===== src/rtl/skid_fifo_flush.sv =====
// Multi-entry elastic buffer between two valid/ready stages with a synchronous flush.
// It keeps full throughput at every occupancy, including enqueue while full if the consumer dequeues in the same cycle.
module skid_fifo_flush #(
    parameter type T     = logic,
    parameter int  DEPTH = 4,
    parameter int  CW    = $clog2(DEPTH + 1)
) (
    input  logic          clk,
    input  logic          reset,
    input  logic          flush,
    input  logic          valid_in,
    output logic          ready_in,
    input  T              data_in,
    output logic          valid_out,
    input  logic          ready_out,
    output T              data_out,
    output logic [CW-1:0] count,
    output logic          full,
    output logic          almost_full,
    output logic          empty
);

    localparam int            AW        = $clog2(DEPTH);
    localparam logic [CW-1:0] FULL_CNT  = CW'(DEPTH);
    localparam logic [CW-1:0] AFULL_CNT = CW'(DEPTH - 1);

    T              mem [DEPTH];
    logic [AW-1:0] wr_ptr;
    logic [AW-1:0] rd_ptr;
    logic          enq;
    logic          deq;

    assign full        = (count == FULL_CNT);
    assign almost_full = (count >= AFULL_CNT);
    assign empty       = (count == '0);

    // A full buffer still accepts when the head leaves in the same cycle.
    assign ready_in  = !flush && (!full || ready_out);
    assign valid_out = !flush && !empty;
    assign data_out  = mem[rd_ptr];

    assign enq = valid_in && ready_in;
    assign deq = valid_out && ready_out;

    // NOTE: storage has no reset, because the pointers and count alone decide which entries are valid.
    always_ff @(posedge clk) begin
        if (enq) begin
            mem[wr_ptr] <= data_in;
        end
    end

    // NOTE: state registers use non-blocking assignments, so every branch samples values from before the edge.
    always_ff @(posedge clk) begin
        if (reset || flush) begin
            wr_ptr <= '0;
            rd_ptr <= '0;
            count  <= '0;
        end else begin
            if (enq) begin
                wr_ptr <= AW'(wr_ptr + 1'b1);
            end
            if (deq) begin
                rd_ptr <= AW'(rd_ptr + 1'b1);
            end
            if (enq && !deq) begin
                count <= CW'(count + 1'b1);
            end else if (deq && !enq) begin
                count <= CW'(count - 1'b1);
            end
        end
    end

endmodule


===== config.mk =====
export PLATFORM = sky130hd
export DESIGN_NAME = skid_fifo_flush
export DESIGN_NICKNAME = d
export VERILOG_FILES = /design/src/rtl/skid_fifo_flush.sv
export SDC_FILE = /design/constraint.sdc
export NUM_CORES = 1
export LEC_CHECK = 0
export ABC_AREA = 1
export BUFFER_PORTS_ARGS = -buffer_cell sky130_fd_sc_hd__buf_2
export CORE_MARGIN = 2
export CORE_UTILIZATION = 55
export DETAILED_ROUTE_END_ITERATION = 10
export GPL_TIMING_DRIVEN = 0
export PLACE_DENSITY = 0.79
export SYNTH_ARGS = -nofsm -noshare
export SYNTH_HDL_FRONTEND = slang
export SYNTH_SLANG_ARGS = --single-unit
export TNS_END_PERCENT = 50

===== constraint.sdc =====
create_clock -name clk -period 4.2 [get_ports clk]
set_input_delay 0.63 -clock clk [delete_from_list [all_inputs] [get_ports clk]]
set_output_delay 0.63 -clock clk [all_outputs]
set_load 0.05 [all_outputs]

==> flow_summary_export.csv <==
group,metric,value,unit
cells_and_area,final_common_cell,"nand2_1",
timing,finalSetupViolCount,0,
synthesis,synth_compound_area_frac,0.04522,
synthesis,yosys.area_share.simple,0.3009,
critical_path,criticalPathCategory,"reg -> out",
synthesis,yosysTopAreaCell,"dfxtp_1",
timing,fin_crit_sh,0.4666,
timing,fin_skew,0.8107,ps
grt,grt_max_degree,8,
cells_and_area,fillCellCount,106,
timing,fmax,0.5103,GHz
critical_path,cp-end-kind,"output port",
synthesis,synth_fa_ha_area_frac,0.1148,
synthesis,synth.area.mux_share,0,
timing,rsz0062_at_grt,"no",
cts,path_clk_slew,80,ps
critical_path,worst_setup_path_start_kind,"register",
power,power.leakage,0.4081,nW
timing,hold_violations,0,
route,drtIter0Drc,5,
cts,cts_resized,0,
timing,relSlewSlack,0.7515,
timing,layout_setup_ws,2240,ps
flow_run,cap_viol_max_count,0,
synthesis,synth.cell_area,719.4,um2
critical_path,cp_max_fo,6,
route,drc_errors,0,
synthesis,synth_warnings,0,
critical_path,cp.required,3570,ps
grt,grt_pass1_wl,1849,um
placed_design,port_buffers,14,
cts,cts_sinks,13,
placed_design,place_worst_setup_slack,2003,ps
timing,tns,0,ps
die,num_io_pins,15,
synthesis,seq_area_frac_synth,0.4174,
power,powerDensity,324.3,nW/um2
grt,track_usage,0.1777,
route,drt_pass1_iterations,3,
grt,antenna_found_initial,0,
timing,finalMaxSlewViolations,0,
die,core,1252,um2
synthesis,netlist-cell-type-count,19,
cts,clock_latency,270,ps
critical_path,r2r_cells,13,
die,floorplan.initialDensity,0.5744,
die,die_y,40.17,um
placed_design,dp_hpwl,932.7,um
cells_and_area,drive_above_1_share,0.2294,
grt,grt_pass1_vias,490,
cts,h-tree-depth,1,
critical_path,r2r_slack,2240,ps
cells_and_area,fin_util,0.6663,
critical_path,cp.arrival,1330,ps
critical_path,reg2reg_from,"count[0]$_SDFFE_PP0P_",
worst_hold_path,min-delay-start,"rd_ptr[1]$_SDFFE_PP0P_",
cts,postCtsSetupBuffers,0,
cts,cts_root_buf,"clkbuf_4",
cts,holdBufCountCts,0,
cts,cts_buffers,3,
route,vias_per_cell,4.718,
route,ant_nets,0,
synthesis,syn_avg_cell_area,7.906,um2
power,ir_worst_vdd,0.1612,mV
critical_path,crit_start,"count[0]$_SDFFE_PP0P_",
cells_and_area,layout.nets,122,
synthesis,netlist_top_cells_area,"dfxtp_1 25%, edfxtp_1 17%, nand2_1 10%, inv_1 9.9%, ha_1 8.7%",
synthesis,synth_fp_nets,103,
placed_design,place.gp.congestion,0.7730,
route,num_vias,585,
synthesis,ys_seq_elements,13,
synthesis,synth_top_family_by_area,"simple AND/OR/NAND/NOR gates",
timing,fin_crit,1960,ps
cts,clk_path_buf_depth,2,
critical_path,cp-endpoint,"valid_out",
outcome,status,"finished clean",
cts,cts_tree,"yes",
cells_and_area,mostFrequentLayoutCells,"20 x nand2_1, 19 x inv_1, 16 x nor2_1, 14 x buf_2, 9 x dfxtp_1",
synthesis,synthCells,91,
timing,tightest_slew,371.3,ps
cells_and_area,area_growth,16.00,%
route,routed_wl,1146,um
grt,grt_overflow_total,0,
critical_path,timing.rr.end,"count[2]$_SDFFE_PP0P_",
cells_and_area,diodes,0,
worst_hold_path,min-delay-path-class,"reg -> reg",
synthesis,synth-xor-area-share,0.01217,
synthesis,synth_top_area_frac,0.2504,
die,die_w,40.17,um
die,rows,13,
die,die_area,1613,um2
route,avgRoutedWirePerCell,9.242,um
-- cell type report --
cell class              instances  area (um2)  share of cell area
inverters                      21       78.83             0.09445
clock buffers                   4       26.28             0.03148
repair buffers                 14       70.07             0.08396
multi-input cells              57       340.3              0.4078
well taps                      15       18.77             0.02249
flip-flops and latches         13       300.3              0.3598
-- power by group --
part	internal, W	switching, W
Sequential	0.000132	0.00000354
Combinational	0.0000158	0.0000429
Clock	0.0000368	0.0000392
Total	0.000185	0.0000856
-- cell families after synthesis --
family,after synthesis
and+or+nand+nor,45
buffers and inverters,21
DFF,13
adders and majority gates,6
AOI/OAI and AO/OA,5
xor gates and xnor gates,1
-- metrics by stage --
step | std cells | total power (W) | hold slack [ps] | cell area (um2)
4_1_cts | 124 | 0.0002728 | 513.7 | 834.6
3_5_place_dp | 120 | 0.0001978 | 503.1 | 808.3
3_3_place_gp | 120 | 0.0001965 | 492.6 | 808.3
2_1_floorplan | 91 | 0.0001837 | 473.9 | 719.4
5_1_grt | 124 | 0.0002860 | 542.5 | 834.6
6_report | 124 | 0.0002707 | 509.3 | 834.6
-- worst min-delay path by stage --
stage | to | slack (ps) | depth (start not counted)
floorplan | register | 470 | 2
global placement | rd_ptr[1]$_SDFFE_PP0P_ | 490 | 2
detailed placement | register | 500 | 2
CTS | register | 510 | 2
global route | register | 540 | 2
finish | register | 510 | 2
-- worst max-delay path: stages (launching register included) --
cell and delay [ps]:
dfxtp_1 480, nor2_2 80, nand2_2 110, inv_1 60
nor2_1 70, buf_2 260
-- cell usage after synthesis --
library cell / n
nor2_2: 1
nand3_2: 1
fa_1: 1
nand2_1: 20
nand2_2: 1
ha_1: 5
a21oi_2: 1
o21ai_0: 1
nand3_4: 2
nand4_1: 3
inv_1: 19
edfxtp_1: 4
nor3_1: 1
nor2_1: 16
a21oi_1: 2
dfxtp_1: 9
inv_2: 2
xor2_1: 1
a32oi_1: 1
-- metal layers --
metal	share of wire	GRT usage	wire length [um]	up-vias
met3	0.041	0.05000	47	4
met5	0	0	0	-
met1	0.45	0.2014	517	256
met4	0.020	0.1034	23	0
li1	-	-	-	316
met2	0.49	0.2944	557	9
No activity file was read; power rests on OpenSTA's default activity.
